**config.mk**
```make
export PLATFORM = sky130hd
export DESIGN_NAME = pipeline_ctrl
export DESIGN_NICKNAME = d
export VERILOG_FILES = /design/src/rtl/pipeline_ctrl_pkg.sv /design/src/rtl/pipeline_ctrl_perf_counter.sv /design/src/rtl/pipeline_ctrl.sv
export SDC_FILE = /design/constraint.sdc
export NUM_CORES = 1
export LEC_CHECK = 0
export CORE_UTILIZATION = 59
export DETAILED_ROUTE_END_ITERATION = 8
export DONT_BUFFER_PORTS = 1
export PLACE_DENSITY = 0.83
export RECOVER_POWER = 25
export SLEW_MARGIN = 20
export SYNTH_ARGS = -nofsm -noshare
export SYNTH_HDL_FRONTEND = slang
export SYNTH_SLANG_ARGS = --single-unit
```
**constraint.sdc**
```tcl
create_clock -name clk -period 2.37 [get_ports clk]
set_clock_uncertainty 0.2 [all_clocks]
set_input_delay 0.237 -clock clk [delete_from_list [all_inputs] [get_ports clk]]
set_output_delay 0.237 -clock clk [all_outputs]
set_load 0.05 [all_outputs]
```
**src/rtl/pipeline_ctrl_pkg.sv**
```systemverilog
// Shared definitions for the pipeline controller and its neighbours.
// Latency: n/a (types and constants only).
// Backpressure: n/a.
// Contents: controller FSM encoding, the NOP used for flush/bubble, next-PC selectors.
package pipeline_ctrl_pkg;

  // Controller FSM: normal flow or frozen behind a multi-cycle MDU op.
  typedef enum logic [0:0] {
    PCTL_RUN      = 1'b0,
    PCTL_MDU_WAIT = 1'b1
  } pctl_state_t;

  // Instruction loaded by a flushed or bubbled pipeline register (addi x0,x0,0).
  localparam logic [31:0] NOP_INSTR = 32'h0000_0013;

  // Next-PC source selectors, also decoded by the hazard unit.
  localparam logic [1:0] NPC_PC4    = 2'd0;
  localparam logic [1:0] NPC_BRANCH = 2'd1;
  localparam logic [1:0] NPC_JALR   = 2'd2;
  localparam logic [1:0] NPC_HOLD   = 2'd3;

endpackage

```
**src/rtl/pipeline_ctrl_perf_counter.sv**
```systemverilog
// Wrapping event counter for performance statistics.
// Latency: count updates at the clock edge where inc is high.
// Backpressure: none; wraps modulo 2^CNT_W, never saturates.
// Ports: clk, rst (sync, active-high), inc (count enable), cnt (current value).
module perf_counter #(
  parameter int CNT_W = 32
) (
  input  logic             clk,
  input  logic             rst,
  input  logic             inc,
  output logic [CNT_W-1:0] cnt
);

  always_ff @(posedge clk) begin
    if (rst) begin
      cnt <= '0;
    end else if (inc) begin
      cnt <= cnt + CNT_W'(1);
    end
  end

endmodule

```
**src/rtl/pipeline_ctrl.sv**
```systemverilog
// Turns load-use stall, EX rollback and MDU busy into pipeline-register enables/flushes/bubbles.
// Latency: enables/flush/bubble are combinational; valid bits, counters and flags are registered.
// Backpressure: holds PC/IF/ID on load-use, freezes the front end (PC..ID/EX) for the whole MDU wait.
// Ports: clk/rst; hazard inputs ctrlStall, rollback_IF_ID_EX, mduStart, mduDone;
//        register controls pcWrite..exMemBubble; stage valids v_*; perf counters; sticky flags.
module pipeline_ctrl
  import pipeline_ctrl_pkg::*;
#(
  parameter int CNT_W       = 32,
  parameter int MDU_TIMEOUT = 64
) (
  input  logic             clk,
  input  logic             rst,
  input  logic             ctrlStall,
  input  logic             rollback_IF_ID_EX,
  input  logic             mduStart,
  input  logic             mduDone,
  output logic             pcWrite,
  output logic             ifIdWrite,
  output logic             ifIdFlush,
  output logic             idExWrite,
  output logic             idExBubble,
  output logic             exMemBubble,
  output logic             v_IF_ID,
  output logic             v_ID_EX,
  output logic             v_EX_MEM,
  output logic             v_MEM_WB,
  output logic [CNT_W-1:0] stallCnt,
  output logic [CNT_W-1:0] flushCnt,
  output logic [CNT_W-1:0] retireCnt,
  output logic             mduTimeout,
  output logic             protoErr
);

  localparam int WD_W = (MDU_TIMEOUT > 2) ? $clog2(MDU_TIMEOUT) : 1;
  localparam logic [WD_W-1:0] WD_LAST = WD_W'(MDU_TIMEOUT - 1);

  pctl_state_t     state, state_nxt;
  logic [WD_W-1:0] wd, wd_nxt;
  logic            v_if_id_nxt, v_id_ex_nxt, v_ex_mem_nxt, v_mem_wb_nxt;
  logic            lu_stall, rb, mdu, wd_expired;
  logic            stall_inc, flush_inc, timeout_set, proto_set;

  // Hazards raised against a bubble in ID/EX are meaningless and must not act.
  assign lu_stall   = ctrlStall & v_ID_EX;
  assign rb         = rollback_IF_ID_EX & v_ID_EX;
  assign mdu        = mduStart & v_ID_EX;
  assign wd_expired = (wd == WD_LAST);

  always_comb begin
    // Defaults describe a normal advancing cycle.
    pcWrite      = 1'b1;
    ifIdWrite    = 1'b1;
    ifIdFlush    = 1'b0;
    idExWrite    = 1'b1;
    idExBubble   = 1'b0;
    exMemBubble  = 1'b0;
    state_nxt    = state;
    wd_nxt       = wd;
    v_if_id_nxt  = 1'b1;
    v_id_ex_nxt  = v_IF_ID;
    v_ex_mem_nxt = v_ID_EX;
    v_mem_wb_nxt = v_EX_MEM;
    stall_inc    = 1'b0;
    flush_inc    = 1'b0;
    timeout_set  = 1'b0;
    proto_set    = 1'b0;

    if (!rst) begin
      unique case (state)
        PCTL_RUN: begin
          if (rb) begin
            // Redirect: wrong-path IF/ID and ID/EX contents are squashed,
            // the branch itself keeps moving into MEM.
            ifIdFlush   = 1'b1;
            idExBubble  = 1'b1;
            v_id_ex_nxt = 1'b0;
            flush_inc   = 1'b1;
          end else if (mdu && !mduDone) begin
            // Single-cycle MDU completion needs no freeze.
            pcWrite      = 1'b0;
            ifIdWrite    = 1'b0;
            idExWrite    = 1'b0;
            exMemBubble  = 1'b1;
            v_if_id_nxt  = v_IF_ID;
            v_id_ex_nxt  = v_ID_EX;
            v_ex_mem_nxt = 1'b0;
            state_nxt    = PCTL_MDU_WAIT;
            wd_nxt       = '0;
          end else if (lu_stall) begin
            pcWrite     = 1'b0;
            ifIdWrite   = 1'b0;
            idExBubble  = 1'b1;
            v_if_id_nxt = v_IF_ID;
            v_id_ex_nxt = 1'b0;
            stall_inc   = 1'b1;
          end
        end

        PCTL_MDU_WAIT: begin
          // The front end is frozen, so a rollback here means the hazard
          // unit broke protocol; it is ignored but recorded.
          proto_set = rollback_IF_ID_EX;
          if (mduDone || wd_expired) begin
            timeout_set = !mduDone;
            state_nxt   = PCTL_RUN;
          end else begin
            pcWrite      = 1'b0;
            ifIdWrite    = 1'b0;
            idExWrite    = 1'b0;
            exMemBubble  = 1'b1;
            v_if_id_nxt  = v_IF_ID;
            v_id_ex_nxt  = v_ID_EX;
            v_ex_mem_nxt = 1'b0;
            wd_nxt       = wd + WD_W'(1);
          end
        end

        default: begin
          state_nxt = PCTL_RUN;
        end
      endcase
    end
  end

  always_ff @(posedge clk) begin
    if (rst) begin
      state      <= PCTL_RUN;
      wd         <= '0;
      v_IF_ID    <= 1'b0;
      v_ID_EX    <= 1'b0;
      v_EX_MEM   <= 1'b0;
      v_MEM_WB   <= 1'b0;
      mduTimeout <= 1'b0;
      protoErr   <= 1'b0;
    end else begin
      state    <= state_nxt;
      wd       <= wd_nxt;
      v_IF_ID  <= v_if_id_nxt;
      v_ID_EX  <= v_id_ex_nxt;
      v_EX_MEM <= v_ex_mem_nxt;
      v_MEM_WB <= v_mem_wb_nxt;
      if (timeout_set) begin
        mduTimeout <= 1'b1;
      end
      if (proto_set) begin
        protoErr <= 1'b1;
      end
    end
  end

  perf_counter #(.CNT_W(CNT_W)) u_stall_cnt (
    .clk (clk),
    .rst (rst),
    .inc (stall_inc),
    .cnt (stallCnt)
  );

  perf_counter #(.CNT_W(CNT_W)) u_flush_cnt (
    .clk (clk),
    .rst (rst),
    .inc (flush_inc),
    .cnt (flushCnt)
  );

  // An instruction retires whenever MEM/WB holds a valid one at an edge.
  perf_counter #(.CNT_W(CNT_W)) u_retire_cnt (
    .clk (clk),
    .rst (rst),
    .inc (v_MEM_WB),
    .cnt (retireCnt)
  );

endmodule

```
# --- After elaboration in Yosys (flattened, before gate mapping) ---
# Index checks and enable logic that the tools add are counted.
# Widths: inputs -> output; s select.
totals:
  mem_count: 0
  register_bits: 109
  word_cells: 81
  out_inout_bits: 108
  input_bits: 6
  rom_bits: 0
  ram_bits: 0
  latch_bits: 0
op_classes:
  n_lt_le_gt_ge: 0
  mux: 49
  bitwise: 4
  add_sub_neg: 4
  n_eq_ne: 7
  n_mul: 0
  reduce_logical: 6
  n_div: 0
  n_shift: 0
ops:
  columns: ["cell", "count"]
  rows:
  - ["$add 32x1->32 const B", 3]
  - ["$mux 1", 39]
  - ["$mux 6", 3]
  - ["$pmux 1 s2", 6]
  - ["$pmux 6 s2", 1]
  - ["$add 6x1->6 const B", 1]
  - ["$eq 6x6->1 const B", 1]
  - ["$ne 2x2->1 const B", 3]
  - ["$ne 3x3->1 const B", 2]
  - ["$reduce_and 3->1", 2]
  - ["$and 1x1->1", 3]
  - ["$ne 2x1->1 const B", 1]
  - ["$reduce_and 2->1", 1]
  - ["$logic_and 1x1->1", 1]
  - ["$logic_not 1->1", 1]
  - ["$logic_or 1x1->1", 1]
  - ["$not 1->1", 1]

# --- Depth between registers and ports, before layout ---
# Gate-level depths: netlist of run 1.
depth:
  ltp_word: 6
  ltp_mapped: 7
  ltp_nobuf: 6

# --- Modules after synthesis ---
# Synthesis of run 1 repeated with hierarchy kept, for this count alone.
hier_totals:
  hier_cells: 621
  area_unflattened_um2: 5391.4
modules_own_cells:
  columns: ["module", "cells_per_inst", "seq_area_each_um2", "instances", "area_per_inst_um2"]
  rows:
  - ["perf_counter", 181, 640.6, 3, 1564.0]
  - ["pipeline_ctrl", 78, 260.2, 1, 699.4]

# --- Worst setup path before layout of run 1 ---
# Ideal clock, no wire load.
synth_timing:
  path_kind: "reg2out"
  from: "register wd[0]"
  to: "output pcWrite"
  n_path_buf: 1
  slack_ps: -663
  required_ps: 1933
  arrival_ps: 2596
  path_stages_with_launch: 7
  cell_sequence: "dfxtp_1 > ha_1 > nand4_1 > o21ai_0 > a21oi_4 > o21ai_0 > buf_4"
synth_between:
  elab_chain_len: 5
synth_rtl:
  columns: ["element", "line", "rtl"]
  rows:
  - ["start, declared", "pipeline_ctrl.sv:39", "logic [WD_W-1:0] wd, wd_nxt;"]
  - ["start signal, assigned", "pipeline_ctrl.sv:138", "wd <= wd_nxt;"]
  - ["$eq 6x6->1", "pipeline_ctrl.sv:48", "assign wd_expired = (wd == WD_LAST);"]
  - ["$logic_or 1x1->1", "pipeline_ctrl.sv:104", "if (mduDone || wd_expired) begin"]
  - ["$mux 1", null, null]
  - ["$pmux 1 s2", null, null]
  - ["$mux 1", null, null]
  - ["end, declared", "pipeline_ctrl.sv:18", "output logic pcWrite,"]
# Every way passes these cells.

# --- Final worst setup path of run 1 ---
layout_timing:
  from: "register state"
  to: "output exMemBubble"
layout_between:
  elab_chain_len: 3
layout_rtl:
  columns: ["element", "line", "rtl"]
  rows:
  - ["start, declared", "pipeline_ctrl.sv:38", "pctl_state_t state, state_nxt;"]
  - ["start signal, assigned", "pipeline_ctrl.sv:137", "state <= state_nxt;"]
  - ["$not 1->1", null, null]
  - ["$pmux 1 s2 *", "pipeline_ctrl.sv:70", "unique case (state)"]
  - ["$mux 1 *", "pipeline_ctrl.sv:69", "if (!rst) begin"]
  - ["end, declared", "pipeline_ctrl.sv:23", "output logic exMemBubble,"]
# Every way passes the cells marked *; elsewhere a longest branch is shown, timed or not.

==> run metrics, run 1 <==
outcome=complete, no violations; Setup crit start kind=register; met2 Track Usage GR=0.498; path type of the worst setup path=register to output port; Syn Nets=between 500 and 600; die outline height=93.9 microns; layout cells sized above 1=0.154; footprint of the multi-input gates=around 2700 sq um; initial antenna violation count=0; highest clock rate=0.440 GHz; Antenna Diode Count=0; number of synthesized flops with an enable pin=0; max_slew headroom=0.443; ratio of total power to cell area=536 nW/um^2; Placeable Area=~8200 sq um; netlist area before placement=4980 sq um; most common cell after layout, fill and taps aside=sky130_fd_sc_hd__dfxtp_1; dominant combinational cell family by area after synthesis=simple AND/OR/NAND/NOR gates; Initial Utilization=0.609; slew at the pin with the worst max-slew slack=approximately 0.84 ns; sequential element share of the synthesized area=0.438; clock buffer count from CTS=9; Avg Cell Area, Syn=approximately 8.7 sq um; post-synthesis compound-gate area fraction=0.0648; quantity of I/O buffers inserted on ports=0; top-area cell type share of the netlist area=0.438; hold crit path type=input port to register; clock transition at the registers of the reported paths=0.10 ns; hpwl dp=8670 microns; Synth Area in Adders=0.0100; IO Count=114; number of pins with negative max-slew slack in the final report=0; sequential cell area=roughly 2200 sq um; signed area change from the synthesized netlist to the final layout=20.3%; routability congestion estimate=0.879; die area=8810 sq um; maximum number of pins on one net before global-route repair=100; CTS tree=done; maximum VDD drop=~490 uV; number of detailed-routing iterations run before antenna repair=5; post-synthesis cell type count=52; num rows=33; vias in the first global route=4,387; total routed wirelength=around 13,000 microns; Hold Fails Final Rpt=0; proportion of register bits with asynchronous set or reset after synthesis=0; aggregate global-route resource usage=0.288; Design Area, Final=about 6000 sq um; minimum clock period=~2.3 ns; Root Buffer Master=sky130_fd_sc_hd__clkbuf_8; Final Net Count=687; standard cell area after detailed placement=5810 sq um; DRC violation count after routing=0; Critical Path Fanout Max=4; flip-flop and latch count after synthesis=109; top post-synthesis cells by area=sky130_fd_sc_hd__dfxtp_1, sky130_fd_sc_hd__xor2_1, sky130_fd_sc_hd__nor2_1; category of the worst setup path capture point=output port; wire length of the first global-routing pass=20,100 microns; data arrival time of the critical path=1.84 ns; busiest metal layer after global routing=met2; via density per instance=5.76; biggest area consumer among synthesized cells=sky130_fd_sc_hd__dfxtp_1; sum of overflow across all layers after global routing=0; leakage dissipation=2.18 nW; maximum level of the CTS H-tree=3; commonest cells after routing, fill and taps aside=sky130_fd_sc_hd__dfxtp_1, sky130_fd_sc_hd__nor2_1, sky130_fd_sc_hd__buf_4, sky130_fd_sc_hd__xor2_1, sky130_fd_sc_hd__clkbuf_1; clk_lat worst skew=around 0.37 ns; max-cap check violation count=0; met3 capacity usage during global routing=0.0922; Worst Path Required=1.93 ns; Routed Antenna Nets=0; Die W=around 94 microns; fin util=0.733; Hold Worst Slack=0.0687 ns; final worst path period share=0.959; count of fill cells added during filler insertion=around 640; commonest register cell after synthesis=sky130_fd_sc_hd__dfxtp_1; synthesized netlist cell count=573; number of DRC markers in iteration 0=244; post-detailed-route wirelength per cell=16.0 microns; simple logic cell fraction of the synthesized area=0.319; parity-gate share of the synthesized area counting xor and xnor cells=0.132; multiplexer area fraction after synthesis=0.00628; number of endpoints failing setup at the final stage=0; maximum count of clock buffers along a single path=2; total number of vias=4,532; Global Route met1 Usage=0.329; number of synthesis warnings=0; Sink Count=109
==> layer usage <==
| metal | routed length (microns) | share of wire | up-vias |
|---|---|---|---|
| li1 | - | - | 2199 |
| met1 | 4980 | 0.39 | 2128 |
| met2 | 6280 | 0.50 | 171 |
| met3 | 1010 | 0.080 | 34 |
| met4 | 335 | 0.027 | 0 |
| met5 | 0 | 0 | - |
==> worst max-delay path: stages (launching register included) <==
cell and delay (ns):
sky130_fd_sc_hd__dfxtp_4 0.36, sky130_fd_sc_hd__nand2b_1 0.17, sky130_fd_sc_hd__or3b_4 0.42, sky130_fd_sc_hd__a21oi_4 0.19, sky130_fd_sc_hd__nand2_2 0.10, sky130_fd_sc_hd__clkinvlp_4 0.23
==> what timing repair did <==
| action | CTS | global route |
|---|---|---|
| resized for setup | 3 | 5 |
| endpoints found under the hold margin | 106 | 0 |
| pin swaps | 1 | 2 |
| setup endpoints to repair | 4 | 11 |
| hold buffers | 8 | 0 |
| buffers inserted | 3 | 1 |
==> synth_stat cells, types with 2 or more instances <==
cell	instances
sky130_fd_sc_hd__inv_1	11
sky130_fd_sc_hd__a22o_1	3
sky130_fd_sc_hd__nand4_1	28
sky130_fd_sc_hd__or3_1	15
sky130_fd_sc_hd__or2_2	2
sky130_fd_sc_hd__buf_2	5
sky130_fd_sc_hd__xnor2_1	21
sky130_fd_sc_hd__o21ai_0	18
sky130_fd_sc_hd__and4_1	8
sky130_fd_sc_hd__nor4_1	8
sky130_fd_sc_hd__buf_4	2
sky130_fd_sc_hd__xor2_1	54
sky130_fd_sc_hd__a21boi_0	2
sky130_fd_sc_hd__clkbuf_2	2
sky130_fd_sc_hd__nand4b_1	3
sky130_fd_sc_hd__nor2b_1	2
sky130_fd_sc_hd__nor3b_1	4
sky130_fd_sc_hd__nor3_1	12
sky130_fd_sc_hd__clkbuf_1	11
sky130_fd_sc_hd__nand2_1	42
sky130_fd_sc_hd__and3_1	13
sky130_fd_sc_hd__nor4_4	2
sky130_fd_sc_hd__o21a_1	2
sky130_fd_sc_hd__ha_1	4
sky130_fd_sc_hd__nor2_1	92
sky130_fd_sc_hd__dfxtp_1	109
sky130_fd_sc_hd__mux2i_1	2
sky130_fd_sc_hd__nand4_2	2
sky130_fd_sc_hd__nand2b_1	3
sky130_fd_sc_hd__and2_1	4
sky130_fd_sc_hd__nor4_2	4
sky130_fd_sc_hd__a21oi_1	23
sky130_fd_sc_hd__buf_1	2
sky130_fd_sc_hd__nand3_1	40
==> layout make-up <==
cell class | instances | share of cell area
Timing Repair Buffer | 116 | 0.124
Multi-Input combinational cell | 430 | 0.444
Inverter | 11 | 0.00752
Clock buffer | 11 | 0.0253
Sequential cell | 109 | 0.366
Clock inverter | 5 | 0.0111
Tap cell | 105 | 0.0219
==> registers in the layout, indices dropped and copies added (netlist names) <==
| name | count |
|---|---|
| u_stall_cnt.cnt | 32 |
| wd | 6 |
| u_flush_cnt.cnt | 32 |
| v_ID_EX | 1 |
| state | 1 |
| protoErr | 1 |
| u_retire_cnt.cnt | 32 |
| v_MEM_WB | 1 |
| v_IF_ID | 1 |
| v_EX_MEM | 1 |
| mduTimeout | 1 |
==> final timing paths <==
kind / startpoint / to / slack (ns) / depth (start not counted)
max: state / exMemBubble / 0.1 / 5
min: mduDone / wd[4] / 0.07 / 4
max reg2reg: state / u_stall_cnt.cnt[29] / 0.18 / 6
min reg2reg: wd[0] / wd[0] / 0.32 / 1
==> metrics by stage <==
step	total power, mW	setup TNS, ns	instances	setup slack (ns)
2_1_floorplan	2.00	0	573	0.0237
3_3_place_gp	2.00	0	759	0.273
3_5_place_dp	2.01	0	759	0.198
4_1_cts	3.24	0	786	0.000613
5_1_grt	3.33	-0.109	787	-0.0517
6_report	3.21	0	787	0.0975
==> logic make-up after synthesis <==
kind of cell	after synthesis
compound gates	55
xor+xnor	75
fa+ha+maj	4
buf+inv	34
flops	109
mux	3
simple gates	293
==> report_power, final <==
group / switching (mW) / internal (mW)
Clock: 0.648 / 0.560
Combinational: 0.104 / 0.0467
Sequential: 0.0151 / 1.84
Total: 0.767 / 2.45
Note: power is estimated with default switching activity, not from simulation.
==> run 2: changes to the inputs <==
ABC_AREA = 1   (was unset)
PLACE_DENSITY = 0.86   (was 0.83)
==> run 2 against run 1 <==
Total power down 6.2%. Utilization down 1.1 points. Area after synthesis up 13%. Largest cell class unchanged. Highest routed layer unchanged. Largest power group unchanged.
==> run metrics, run 2 <==
minimum clock period=2.32 ns; switching component of the power=0.753 mW; IO Count=about 110; Avg Cell Area, Syn=6.37 sq um; proportion of register bits with asynchronous set or reset after synthesis=0; netlist area before placement=about 5600 sq um; total routed wirelength=roughly 15,000 microns; Worst Path Required=1.93 ns; sequential element share of the synthesized area=0.389; maximum level of the CTS H-tree=3; vias in the first global route=~5,600; clk_lat worst skew=roughly 0.36 ns; final std cells w/o fill=1,118; maximum count of clock buffers along a single path=2; max_slew headroom=0.452; Setup TNS Final=0 ns; maximum number of pins on one net before global-route repair=59; number of detailed-routing iterations run before antenna repair=6; CTS tree=done; path type of the worst setup path=register to output port; num rows=35; hold crit path type=input port to register; routability congestion estimate=0.918; Synth top cells by count=sky130_fd_sc_hd__nand2_1, sky130_fd_sc_hd__nor2_1, sky130_fd_sc_hd__dfxtp_1; biggest area consumer among synthesized cells=sky130_fd_sc_hd__dfxtp_1; Setup crit start kind=register; highest clock rate=0.431 GHz; initial antenna violation count=0; number of pins with negative max-slew slack in the final report=0; Syn Nets=891; number of synthesized flops with an enable pin=0; Routed Antenna Nets=0; number of endpoints failing setup at the final stage=0; DRC violation count after routing=0; sequential cell fraction of total power=0.617; slew at the pin with the worst max-slew slack=just over 0.8 ns; Final Net Count=roughly 1,000; number of synthesis warnings=0; flip-flop and latch count after synthesis=109; Root Buffer Master=sky130_fd_sc_hd__clkbuf_8; clock buffer count from CTS=9; via density per instance=5.40; most frequently used cell type in the post-synthesis netlist=sky130_fd_sc_hd__nand2_1; aggregate global-route resource usage=0.300; registers with the most flip-flops=u_flush_cnt.cnt (32), u_retire_cnt.cnt (32), u_stall_cnt.cnt (32); post-synthesis cell type count=34; outcome=complete, no violations; data arrival time of the critical path=between 1.5 and 2 ns; ratio of total power to cell area=452 nW/um^2; max-cap check violation count=0; most common cell after layout, fill and taps aside=sky130_fd_sc_hd__nand2_1; maximum VDD drop=375 uV; Die W=99.6 microns; Int Pwr=about 2.3 mW; number of DRC markers in iteration 0=368; Placeable Area=9240 sq um; wire length of the first global-routing pass=24,400 microns; layout cells sized above 1=0.129; clock group share of total power=0.333; Hold Fails Final Rpt=0; top post-synthesis cells by area=sky130_fd_sc_hd__dfxtp_1, sky130_fd_sc_hd__nand2_1, sky130_fd_sc_hd__nor2_1; Critical Path Fanout Max=9; switching fraction of total power=0.250; die area=9910 sq um; die outline height=99.6 microns; quantity of I/O buffers inserted on ports=0; share of power burned in combinational logic=0.050; commonest register cell after synthesis=sky130_fd_sc_hd__dfxtp_1; top-area cell type share of the netlist area=0.389; Initial Utilization=0.608; Sink Count=approximately 110; clock transition at the registers of the reported paths=between 0.1 and 0.15 ns; hpwl dp=10,800 microns; synthesized netlist cell count=~880; number of placed cells counting well taps=1,098; commonest cells after routing, fill and taps aside=sky130_fd_sc_hd__nand2_1, sky130_fd_sc_hd__nor2_1, sky130_fd_sc_hd__dfxtp_1, sky130_fd_sc_hd__inv_1, sky130_fd_sc_hd__nand3_1; sum of overflow across all layers after global routing=0; signed area change from the synthesized netlist to the final layout=18.7%; total number of vias=6,037; leakage dissipation=2.64 nW; final worst path period share=0.979; post-detailed-route wirelength per cell=between 10 and 15 microns; Antenna Diode Count=0; category of the worst setup path capture point=output port
## run 2: cell count changes in the layout (fill, tap and decap cells not counted), moves of 19 or more
cell	change
sky130_fd_sc_hd__nand2_1	+177
sky130_fd_sc_hd__nor2_1	+79
sky130_fd_sc_hd__a21oi_1	+38
sky130_fd_sc_hd__xnor2_1	-19
sky130_fd_sc_hd__inv_1	+85
sky130_fd_sc_hd__nand3_1	+46
sky130_fd_sc_hd__xor2_1	-47
sky130_fd_sc_hd__buf_4	+19
sky130_fd_sc_hd__clkbuf_1	-22
## run 2: kinds of logic (layout without fill, tap and decap cells)
logic type,after synthesis,in the layout,share of synthesized area
simple gates,544,544,0.415
flops,109,109,0.389
xor+xnor,9,9,0.0140
fa+ha+maj,4,4,0.00891
buf+inv,110,218,0.0744
compound gates,105,105,0.0992
## run 2: per-stage QoR
step	hold slack (ns)	utilization	setup slack, ns	cell area (sq um)	power [mW]
after floorplan	0.182	-	0.0128	5620	2.00
after global placement	0.112	0.704	0.328	6510	2.03
after detailed placement	0.113	0.704	0.275	6510	2.03
after CTS	0.0209	0.727	0.0237	6720	3.02
after global routing	0.0825	0.722	-0.0189	6670	3.11
final	0.0654	0.722	0.0508	6670	3.01
## run 2: layer usage
layer / vias up / track usage / part of all wire
li1: 3046 / - / -
met1: 2731 / 0.374 / 0.44
met2: 222 / 0.517 / 0.47
met3: 38 / 0.0513 / 0.066
met4: 0 / 0.115 / 0.022
met5: - / 0 / 0
## run 2: layout make-up
cell class | count | area [sq um]
Clock buffer | 11 | 131
Clock inverter | 4 | 26.3
Fill cell | 770 | 2570
Inverter | 97 | 368
Multi-Input combinational cell | 662 | 3060
Sequential cell | 109 | 2190
Tap cell | 129 | 161
Timing Repair Buffer | 106 | 739
## run 2: critical path, cell delays in order, from the launching register on
cell and delay (ns):
sky130_fd_sc_hd__dfxtp_2 0.36, sky130_fd_sc_hd__ha_2 0.19, sky130_fd_sc_hd__nand3_1 0.13, sky130_fd_sc_hd__nor2_2 0.17, sky130_fd_sc_hd__nand2_2 0.09, sky130_fd_sc_hd__nand3_4 0.11, sky130_fd_sc_hd__nand2_4 0.10, sky130_fd_sc_hd__nand2_2 0.10
sky130_fd_sc_hd__clkinvlp_4 0.28
## run 2: worst paths after layout
kind | startpoint | to | slack (ns) | cells after the start
setup / recovery | wd[1] | exMemBubble | 0.05 | 8
hold / removal | rst | u_stall_cnt.cnt[21] | 0.07 | 4
setup reg to reg | u_stall_cnt.cnt[13] | u_stall_cnt.cnt[27] | 0.18 | 8
hold reg to reg | wd[1] | wd[1] | 0.31 | 2
## run 2: what timing repair did
item                       4_1_cts  5_1_grt
setup endpoints to repair        4        4
hold buffers                     3        0
hold endpoints to repair        41        0
buffers inserted                 0        2
pin swaps                        0        1
gates resized for setup          4        7
## run 2: power by group through the flow
stage / Sequential (mW) / Combinational (mW) / Clock (mW)
final: 1.86 / 0.152 / 1.00
after detailed placement: 1.90 / 0.130 / 0
after global routing: 1.86 / 0.165 / 1.09
after global placement: 1.90 / 0.126 / 0
after floorplan: 1.92 / 0.0863 / 0
after CTS: 1.86 / 0.150 / 1.01
==> run 3: changes to the inputs <==
PLACE_DENSITY = unset   (was 0.86)
PLACE_DENSITY_LB_ADDON = 0.3   (was unset)
==> run 3 against run 2 <==
Final area is 0.36% higher. Sequential power is essentially flat. Combinational power rose by 4%. Global-route usage is 1.5 points higher. Register-to-register slack got worse by 0.02 ns. Die area did not move. Hold slack worse by 0.0045 ns. Worst setup slack better by 0.066 ns. Clock-buffer cell count stayed put. Sequential share of layout area decreased by 0.12 points. Largest cell class unchanged. Largest power group unchanged. Highest routed layer unchanged.
==> run metrics, run 3 (synthesized netlist as in run 2, its figures left out) <==
highest clock rate=between 0.4 and 0.5 GHz; wire length of the first global-routing pass=25,400 microns; hold crit path type=input port to register; sum of overflow across all layers after global routing=0; Setup crit start kind=register; total number of vias=roughly 6,300; number of detailed-routing iterations run before antenna repair=6; vias in the first global route=5,775; initial antenna violation count=0; leakage dissipation=roughly 2.6 nW; standard cell area after detailed placement=6520 sq um; commonest cells after routing, fill and taps aside=sky130_fd_sc_hd__nand2_1, sky130_fd_sc_hd__nor2_1, sky130_fd_sc_hd__dfxtp_1, sky130_fd_sc_hd__inv_1, sky130_fd_sc_hd__nand3_1; layout cells sized above 1=0.114; Final Net Count=998; Placeable Area=9240 sq um; signed area change from the synthesized netlist to the final layout=19.2%; hpwl dp=11,600 microns; Initial Utilization=0.608; maximum level of the CTS H-tree=3; Die W=99.6 microns; Root Buffer Master=sky130_fd_sc_hd__clkbuf_8; slew at the pin with the worst max-slew slack=0.848 ns; Setup TNS Final=0 ns; number of pins with negative max-slew slack in the final report=0; maximum count of clock buffers along a single path=2; total routed wirelength=15,700 microns; most common cell after layout, fill and taps aside=sky130_fd_sc_hd__nand2_1; CTS tree=done; outcome=complete, no violations; maximum VDD drop=325 uV; aggregate global-route resource usage=0.315; path type of the worst setup path=register to output port; Sink Count=approximately 110; max-cap check violation count=0; post-detailed-route wirelength per cell=14.0 microns; Worst Path Required=1.93 ns; clock buffer count from CTS=9; category of the worst setup path capture point=output port; ratio of total power to cell area=472 nW/um^2; IO Count=roughly 110; final worst path period share=0.951; minimum clock period=2.25 ns; via density per instance=approximately 5.6; Antenna Diode Count=0; registers with the most flip-flops=u_flush_cnt.cnt (32), u_retire_cnt.cnt (32), u_stall_cnt.cnt (32); Routed Antenna Nets=0; clk_lat worst skew=0.36 ns; Design Area, Final=6690 sq um; data arrival time of the critical path=between 1.5 and 2 ns; unrepaired setup endpoints after global routing=false; Critical Path Fanout Max=9; maximum number of pins on one net before global-route repair=41; clock transition at the registers of the reported paths=0.10 ns; num rows=35; routability congestion estimate=1.01; die area=9910 sq um; die outline height=99.6 microns; quantity of I/O buffers inserted on ports=0; number of DRC markers in iteration 0=~410; max_slew headroom=0.435; Hold Fails Final Rpt=0; number of endpoints failing setup at the final stage=0; DRC violation count after routing=0
[run 3: changes by cell type in the layout (fill, tap and decap cells not counted), moves of 2 or more]
cell	previous run	this run
sky130_fd_sc_hd__nand3_1	86	84
sky130_fd_sc_hd__buf_4	79	59
sky130_fd_sc_hd__clkbuf_1	25	46
sky130_fd_sc_hd__nand3_2	1	3
[run 3: what timing repair did]
action,CTS,global route
setup buffers,0,2
endpoints found under the hold margin,41,0
gates resized for setup,4,13
hold buffers,4,0
endpoints found under the setup margin,4,4
pin swaps,0,1
[run 3: layout make-up]
type                       instances  area [sq um]
sequential                       109          2190
multi-input combinational        662          3090
fill                             805          2550
tap                              129           161
clock inverter                     5          58.8
inverter                          97           368
timing repair buffer             109           682
clock buffer                      11           141
[run 3: stage by stage]
step                      total power, mW  hold slack, ns  worst slack [ns]  std cells  utilization
after detailed placement             2.03           0.115             0.234       1100        0.706
after CTS                            3.19          0.0244           0.00116       1120        0.734
final                                3.16          0.0609             0.117       1122        0.724
after global placement               2.03           0.114             0.319       1100        0.706
after global routing                 3.27          0.0558           0.00622       1122        0.724
after floorplan                      2.00           0.182            0.0128        881            -
[run 3: routing by layer]
metal	track usage	routed length [microns]
met5	0	0
met4	0.155	549
met3	0.0604	1090
met2	0.546	7620
met1	0.372	6400
[run 3: critical path, cell delays in order (launching register included)]
cell and delay (ns):
sky130_fd_sc_hd__dfxtp_2 0.39, sky130_fd_sc_hd__ha_4 0.16, sky130_fd_sc_hd__nand3_2 0.10, sky130_fd_sc_hd__nor2_4 0.14, sky130_fd_sc_hd__nand2_2 0.08, sky130_fd_sc_hd__nand3_4 0.13
sky130_fd_sc_hd__nand2_8 0.09, sky130_fd_sc_hd__nand2_4 0.08, sky130_fd_sc_hd__clkinvlp_4 0.27
[run 3: path summary, 6_finish.rpt]
check,startpoint,slack [ns],to,cells past startpoint
worst max-delay path,wd[0],0.12,exMemBubble,8
worst min-delay path,rst,0.06,u_stall_cnt.cnt[6],4
worst max register to register,state,0.16,u_stall_cnt.cnt[7],8
worst min register to register,wd[0],0.30,wd[0],1
[run 3: where the power goes]
group / leakage (nW) / internal [mW] / switching [mW] / total (mW)
Clock: 0.0959 / 0.521 / 0.624 / 1.14
Combinational: 1.62 / 0.0426 / 0.115 / 0.158
Sequential: 0.880 / 1.84 / 0.0175 / 1.86
